<file path="src/rtl/tracker_pkg.sv">
// Shared types for the multi-axis tracker: axis state encoding and drive codes.
package tracker_pkg;

    typedef enum logic [2:0] {
        IDLE     = 3'd0,
        MOVE_POS = 3'd1,
        MOVE_NEG = 3'd2,
        BRAKE    = 3'd3,
        FAULT    = 3'd4
    } axis_state_t;

    localparam logic [1:0] DRV_OFF  = 2'b00;
    localparam logic [1:0] DRV_SLOW = 2'b01;
    localparam logic [1:0] DRV_FAST = 2'b10;

endpackage

</file>
<file path="src/rtl/tracker_axis.sv">
// One tracker axis: error source mux, magnitude, drive FSM, run watchdog and
// brake settle timer. Drives, busy and fault are registered from the next
// state, so they always agree with the state register.
module tracker_axis
    import tracker_pkg::*;
#(
    parameter int WIDTH         = 16,
    parameter int DEADBAND      = 4,
    parameter int STOP_BAND     = 2,
    parameter int FAST_THRESH   = 64,
    parameter int SETTLE_CYCLES = 8,
    parameter int MAX_RUN       = 1000
) (
    input  logic             clk,
    input  logic             rst,
    input  logic             auto_mode,
    input  logic             fault_clr,
    input  logic [WIDTH-1:0] sens_a,
    input  logic [WIDTH-1:0] sens_b,
    input  logic [WIDTH-1:0] angle_manual,
    input  logic [WIDTH-1:0] angle_actual,
    output logic [1:0]       drive_pos,
    output logic [1:0]       drive_neg,
    output logic             busy,
    output logic             fault
);

    localparam int RUN_W = $clog2(MAX_RUN + 1);
    localparam int SET_W = $clog2(SETTLE_CYCLES + 1);

    localparam logic [WIDTH-1:0] DB_M       = WIDTH'(DEADBAND);
    localparam logic [WIDTH-1:0] SB_M       = WIDTH'(STOP_BAND);
    localparam logic [WIDTH-1:0] FT_M       = WIDTH'(FAST_THRESH);
    localparam logic [RUN_W-1:0] RUN_LAST   = RUN_W'(MAX_RUN - 1);
    localparam logic [RUN_W-1:0] RUN_SAT    = RUN_W'(MAX_RUN);
    localparam logic [SET_W-1:0] SETTLE_END = SET_W'(SETTLE_CYCLES - 1);

    axis_state_t        state;
    axis_state_t        next_state;
    logic [RUN_W-1:0]   run_cnt;
    logic [SET_W-1:0]   settle_cnt;
    logic               auto_prev;

    logic signed [WIDTH:0] err;
    logic [WIDTH-1:0]      mag;
    logic                  err_neg;
    logic                  err_pos;
    logic                  mode_toggle;
    logic                  timeout;

    logic [1:0] speed;
    logic [1:0] drive_pos_d;
    logic [1:0] drive_neg_d;
    logic       busy_d;
    logic       fault_d;

    // Zero-extended operands give a WIDTH+1 signed difference that cannot overflow.
    assign err = auto_mode ? $signed({1'b0, sens_a} - {1'b0, sens_b})
                           : $signed({1'b0, angle_manual} - {1'b0, angle_actual});
    assign err_neg     = err[WIDTH];
    assign err_pos     = !err[WIDTH] && (|err[WIDTH-1:0]);
    assign mag         = err_neg ? WIDTH'(-err) : err[WIDTH-1:0];
    assign mode_toggle = (auto_mode != auto_prev);
    // Current clock is the MAX_RUN-th consecutive MOVE clock.
    assign timeout     = (run_cnt >= RUN_LAST);

    // State register with run watchdog, settle timer and mode history.
    always_ff @(posedge clk) begin
        if (rst) begin
            state      <= IDLE;
            run_cnt    <= '0;
            settle_cnt <= '0;
            auto_prev  <= 1'b0;
        end else begin
            state     <= next_state;
            auto_prev <= auto_mode;
            if (next_state == IDLE || next_state == BRAKE) begin
                run_cnt <= '0;
            end else if ((state == MOVE_POS || state == MOVE_NEG) && run_cnt != RUN_SAT) begin
                run_cnt <= run_cnt + RUN_W'(1);
            end
            if (state == BRAKE && next_state == BRAKE) begin
                settle_cnt <= settle_cnt + SET_W'(1);
            end else begin
                settle_cnt <= '0;
            end
        end
    end

    // Next-state logic; the watchdog takes priority over any brake condition.
    always_comb begin
        next_state = state;
        case (state)
            IDLE: begin
                if (mag > DB_M && err_pos) begin
                    next_state = MOVE_POS;
                end else if (mag > DB_M && err_neg) begin
                    next_state = MOVE_NEG;
                end
            end
            MOVE_POS: begin
                if (timeout) begin
                    next_state = FAULT;
                end else if (mag <= SB_M || err_neg || mode_toggle) begin
                    next_state = BRAKE;
                end
            end
            MOVE_NEG: begin
                if (timeout) begin
                    next_state = FAULT;
                end else if (mag <= SB_M || !err_neg || mode_toggle) begin
                    next_state = BRAKE;
                end
            end
            BRAKE: begin
                if (settle_cnt == SETTLE_END) begin
                    next_state = IDLE;
                end
            end
            FAULT: begin
                if (fault_clr) begin
                    next_state = IDLE;
                end
            end
            default: next_state = IDLE;
        endcase
    end

    // Output decode from the next state; only one side can ever be driven.
    always_comb begin
        drive_pos_d = DRV_OFF;
        drive_neg_d = DRV_OFF;
        speed       = (mag > FT_M) ? DRV_FAST : DRV_SLOW;
        busy_d      = (next_state != IDLE);
        fault_d     = (next_state == FAULT);
        if (next_state == MOVE_POS) begin
            drive_pos_d = speed;
        end else if (next_state == MOVE_NEG) begin
            drive_neg_d = speed;
        end
    end

    // Output register, aligned with the state register.
    always_ff @(posedge clk) begin
        if (rst) begin
            drive_pos <= DRV_OFF;
            drive_neg <= DRV_OFF;
            busy      <= 1'b0;
            fault     <= 1'b0;
        end else begin
            drive_pos <= drive_pos_d;
            drive_neg <= drive_neg_d;
            busy      <= busy_d;
            fault     <= fault_d;
        end
    end

endmodule

</file>
<file path="src/rtl/tracker_multi_axis.sv">
// N-axis tracker motion control: registers every input once, then runs one
// independent tracker_axis per axis and concatenates their outputs.
module tracker_multi_axis
    import tracker_pkg::*;
#(
    parameter int WIDTH         = 16,
    parameter int N_AXES        = 2,
    parameter int DEADBAND      = 4,
    parameter int STOP_BAND     = 2,
    parameter int FAST_THRESH   = 64,
    parameter int SETTLE_CYCLES = 8,
    parameter int MAX_RUN       = 1000
) (
    input  logic                    clk,
    input  logic                    rst,
    input  logic                    auto_mode,
    input  logic                    fault_clr,
    input  logic [N_AXES*WIDTH-1:0] sens_a,
    input  logic [N_AXES*WIDTH-1:0] sens_b,
    input  logic [N_AXES*WIDTH-1:0] angle_manual,
    input  logic [N_AXES*WIDTH-1:0] angle_actual,
    output logic [2*N_AXES-1:0]     drive_pos,
    output logic [2*N_AXES-1:0]     drive_neg,
    output logic [N_AXES-1:0]       busy,
    output logic [N_AXES-1:0]       fault
);

    logic                    auto_q;
    logic                    fault_clr_q;
    logic [N_AXES*WIDTH-1:0] sens_a_q;
    logic [N_AXES*WIDTH-1:0] sens_b_q;
    logic [N_AXES*WIDTH-1:0] angle_manual_q;
    logic [N_AXES*WIDTH-1:0] angle_actual_q;

    // Input register stage shared by all axes.
    always_ff @(posedge clk) begin
        if (rst) begin
            auto_q         <= 1'b0;
            fault_clr_q    <= 1'b0;
            sens_a_q       <= '0;
            sens_b_q       <= '0;
            angle_manual_q <= '0;
            angle_actual_q <= '0;
        end else begin
            auto_q         <= auto_mode;
            fault_clr_q    <= fault_clr;
            sens_a_q       <= sens_a;
            sens_b_q       <= sens_b;
            angle_manual_q <= angle_manual;
            angle_actual_q <= angle_actual;
        end
    end

    for (genvar i = 0; i < N_AXES; i++) begin : gen_axis
        tracker_axis #(
            .WIDTH         (WIDTH),
            .DEADBAND      (DEADBAND),
            .STOP_BAND     (STOP_BAND),
            .FAST_THRESH   (FAST_THRESH),
            .SETTLE_CYCLES (SETTLE_CYCLES),
            .MAX_RUN       (MAX_RUN)
        ) u_axis (
            .clk          (clk),
            .rst          (rst),
            .auto_mode    (auto_q),
            .fault_clr    (fault_clr_q),
            .sens_a       (sens_a_q[i*WIDTH +: WIDTH]),
            .sens_b       (sens_b_q[i*WIDTH +: WIDTH]),
            .angle_manual (angle_manual_q[i*WIDTH +: WIDTH]),
            .angle_actual (angle_actual_q[i*WIDTH +: WIDTH]),
            .drive_pos    (drive_pos[2*i +: 2]),
            .drive_neg    (drive_neg[2*i +: 2]),
            .busy         (busy[i]),
            .fault        (fault[i])
        );
    end

endmodule

</file>
<file path="config.mk">
export PLATFORM = sky130hd
export DESIGN_NAME = tracker_multi_axis
export DESIGN_NICKNAME = d
export VERILOG_FILES = /design/src/rtl/tracker_pkg.sv /design/src/rtl/tracker_axis.sv /design/src/rtl/tracker_multi_axis.sv
export SDC_FILE = /design/constraint.sdc
export NUM_CORES = 1
export LEC_CHECK = 0
export CAP_MARGIN = 20
export CORE_MARGIN = 4
export CORE_UTILIZATION = 30
export CTS_CLUSTER_SIZE = 14
export DETAILED_ROUTE_END_ITERATION = 7
export SLEW_MARGIN = 20
export SYNTH_ARGS = -nofsm -noshare
export SYNTH_HDL_FRONTEND = slang
export SYNTH_SLANG_ARGS = --single-unit
</file>
<file path="constraint.sdc">
create_clock -name clk -period 5.4 [get_ports clk]
set_input_delay 1.08 -clock clk [delete_from_list [all_inputs] [get_ports clk]]
set_output_delay 1.08 -clock clk [all_outputs]
set_load 0.02 [all_outputs]
</file>
==> metrics.txt <==
status finished clean; drt drc 0; CP arrival 5.44 ns; Critical Path Source angle_manual_q[16]$_SDFF_PP0_; Yosys warnings 0; RSZ-0062 raised after global routing no; DRT iter0 DRCs 618; cts hold-fix bufs 0; Final setup violation count 0; CTS tree yes; Syn Nets ~1.5k; max cap viols 0; Die ar. around 40000 um2; crit end category flop; Hold EP gen_axis[0].u_axis.settle_cnt[0]$_SDFF_PP0_; CTS root buf clkbuf_16; DR vias/cell 5.06; CTS Sinks between 150 and 200; CTS Buf Count 17; Routability Congestion about 0.91; Vias 9598; worst path cell trace inv_1 -> ha_1 -> fa_1 -> xor2_1 -> nor2_1 -> a31oi_1 -> and2_1 -> o211ai_2 -> nor3_4 -> nand4_2 -> a211o_1 -> or4_4 -> or3_1 -> a211oi_2 -> mux2_4 -> nor3_2; DRT antenna net count 0; Mapped Avg Cell Area 8.41 um2; insertion delay to the later sink of the worst-skew pair 0.44 ns; DR WL met3 1530 um; antenna violations before repair 0; leakage power 5.31 nW; CP delay by family, top simple AND/OR/NAND/NOR gates; I/O pins approximately 140; Clock Pin Slew Worst Setup and Hold Paths 0.07 ns; worst reg2reg path depth 16; H-tree depth 4; critical path class reg -> reg; drt first pass iters 6; Initial Utilization 0.306; largest net degree at the start of global routing 62; worst hold-check path type reg -> reg; Die X approximately 200 um; RR Endpoint gen_axis[1].u_axis.run_cnt[4]$_SDFFE_PP0P_; Total Routing Usage GR 0.142; first-pass GRT wire length 46700 um; sequential fraction of the synthesis area 0.322; area delta synth->final 22.2%; layout cells sized above 1 0.0752; hold path startpoint gen_axis[0].u_axis.settle_cnt[0]$_SDFF_PP0_; ys flop type dfxtp_1; Die H approximately 200 um; endpoints failing hold 0; FF-to-FF Start angle_manual_q[16]$_SDFF_PP0_; Slew HR 0.360; WP depth 16; Routed WL per cell between 15 and 20 um; fmax 197 MHz; maximum VDD drop roughly 0.00021 V; Final period util 0.940; Nets 1632; utilization after layout 0.374; vias in the first global route 9246; largest fanout on the critical path 10; nature of the critical path startpoint flop; CORE AREA 35900 um2; highest metal used met4; WP data required roughly 5.8 ns; hold path cells 1; Setup TNS Final 0 ns; final WL 28600 um; Pwr Total 0.00421 W; clock buffer depth 2; Mapped Area ~11000 um2; num rows roughly 70; actual slew at the worst max-slew pin 0.960 ns; Post-synth EDFFs 0; Seq cells post-synth 177; Largest stage delay, worst path roughly 0.56 ns; synthesized instance count 1309; metal2 WL 11800 um; flop2flop setup slack approximately 0.33 ns; Buf+Inv Stages, Crit Path 1; # diodes 0; final worst path period need between 5 and 6 ns; GRT overflow 0; wire length on met1 between 10000 and 15000 um; Worst path slowest cell or4_4; Final Max Slew Viols 0; ys async rst share 0; dpl hpwl approximately 23000 um; fillers 3710; Power per Cell Area 313 nW/um2; port bufs 143; clock skew 0.0139 ns; synth unique cells 97
[through the flow]
| stage | setup WS, ns | hold WS, ns | cell area (um2) | std cells |
|---|---|---|---|---|
| floorplan | 1.02 | 0.431 | 11000 | 1309 |
| global placement | 0.501 | 0.453 | 12800 | 1866 |
| detailed placement | 0.349 | 0.458 | 12800 | 1866 |
| CTS | 0.335 | 0.471 | 13400 | 1898 |
| global route | 0.0598 | 0.484 | 13400 | 1898 |
| finish | 0.326 | 0.466 | 13400 | 1898 |
[cell usage in the layout, fill, tap and decap left out, types with 24 or more instances in the layout]
cell type,instances
dfxtp_1,176
xnor2_1,27
nand2_1,79
o21ai_0,48
nand2b_1,27
nor2_1,88
a21oi_1,74
clkdlybuf4s50_1,142
nor3_1,44
nor2b_1,139
inv_1,88
xor2_1,30
nand3_1,26
mux2i_1,24
ha_1,72
[logic make-up after synthesis]
family,synth area share
AOI/OAI and AO/OA,0.188
xor gates and xnor gates,0.0454
adders and majority gates,0.0891
buffers and inverters,0.0537
DFF,0.322
muxes,0.0358
and+or+nand+nor,0.266
[cell usage after synthesis (all sizes together), types with 6 or more instances]
| cell | n | share of area |
|---|---|---|
| a311oi | 6 | 0.0048 |
| o21ai | 54 | 0.025 |
| xor2 | 30 | 0.024 |
| nand4 | 23 | 0.014 |
| ha | 72 | 0.082 |
| o21a | 10 | 0.0068 |
| nand2b | 27 | 0.015 |
| clkbuf | 35 | 0.012 |
| a211oi | 17 | 0.013 |
| nand3b | 7 | 0.0048 |
| a211o | 10 | 0.0080 |
| or3 | 10 | 0.0061 |
| or4 | 6 | 0.0048 |
| nor4 | 11 | 0.0063 |
| nor2 | 89 | 0.031 |
| or2 | 6 | 0.0034 |
| and2 | 10 | 0.0059 |
| a31oi | 14 | 0.0080 |
| mux2i | 24 | 0.022 |
| o31ai | 7 | 0.0057 |
| nor2b | 139 | 0.079 |
| xnor2 | 27 | 0.021 |
| nand2 | 79 | 0.027 |
| buf | 22 | 0.011 |
| mux2 | 13 | 0.014 |
| a21oi | 78 | 0.037 |
| nor4b | 6 | 0.0048 |
| o211ai | 13 | 0.0098 |
| inv | 89 | 0.030 |
| nor3 | 56 | 0.031 |
| and3 | 9 | 0.0052 |
| dfxtp | 177 | 0.32 |
| nand3 | 26 | 0.012 |
| a21o | 22 | 0.015 |
[routing by layer]
metal | up-vias | track usage
met5 | - | 0
met4 | 0 | 0.0352
met3 | 26 | 0.0285
met2 | 231 | 0.209
met1 | 4483 | 0.213
li1 | 4858 | -
[layout make-up]
class / count / area, um2 / share of cell area
multi-input cells: 986 / 6880 / 0.512
clock inverters: 13 / 153 / 0.0113
clock buffers: 19 / 453 / 0.0337
inverters: 89 / 334 / 0.0248
flip-flops and latches: 177 / 3540 / 0.264
repair buffers: 153 / 1500 / 0.112
well taps: 461 / 577 / 0.0429
[worst max path at each step]
stage / end
floorplan: gen_axis[0].u_axis.busy$_SDFF_PP0_
global placement: gen_axis[0].u_axis.busy$_SDFF_PP0_
detailed placement: gen_axis[0].u_axis.busy$_SDFF_PP0_
CTS: gen_axis[0].u_axis.busy$_SDFF_PP0_
global route: gen_axis[0].u_axis.busy$_SDFF_PP0_
finish: gen_axis[1].u_axis.run_cnt[4]$_SDFFE_PP0P_
[worst register-to-register path, cell delays in order, from the launching register on]
cell and delay, ns:
dfxtp_1 0.31, inv_1 0.04, ha_1 0.21, fa_1 0.39, xor2_1 0.20, nor2_1 0.12, a31oi_1 0.52, and2_1 0.32
o211ai_2 0.19, nor3_4 0.27, nand4_2 0.17, a211o_1 0.32, or4_4 0.56, or3_1 0.40, a211oi_2 0.40, mux2_4 0.43
nor3_2 0.18
[where the power goes]
part / switching [W] / leakage, nW / internal [W]
sequential: 0.0000472 / 1.47 / 0.00140
clock: 0.000562 / 0.292 / 0.000716
combinational: 0.000860 / 3.55 / 0.000629
total: 0.00147 / 5.31 / 0.00274
[flip-flops by register name, summed over array words and instances (netlist names)]
| signal | flops |
|---|---|
| angle_actual_q | 32 |
| angle_manual_q | 32 |
| sens_a_q | 32 |
| sens_b_q | 32 |
| gen_axis.u_axis.run_cnt | 20 |
| gen_axis.u_axis.settle_cnt | 8 |
| gen_axis.u_axis.state | 6 |
| gen_axis.u_axis.drive_neg | 4 |
| gen_axis.u_axis.drive_pos | 4 |
| gen_axis.u_axis.busy | 2 |
| gen_axis.u_axis.fault | 2 |
| auto_q | 1 |
| fault_clr_q | 1 |
| gen_axis.u_axis.auto_prev | 1 |
[timing repair]
item / CTS / global route
gates resized for setup: 0 / 2
endpoints found under the setup margin: 0 / 2
buffers inserted: 0 / 0
No activity file was read; power rests on OpenSTA's default activity.
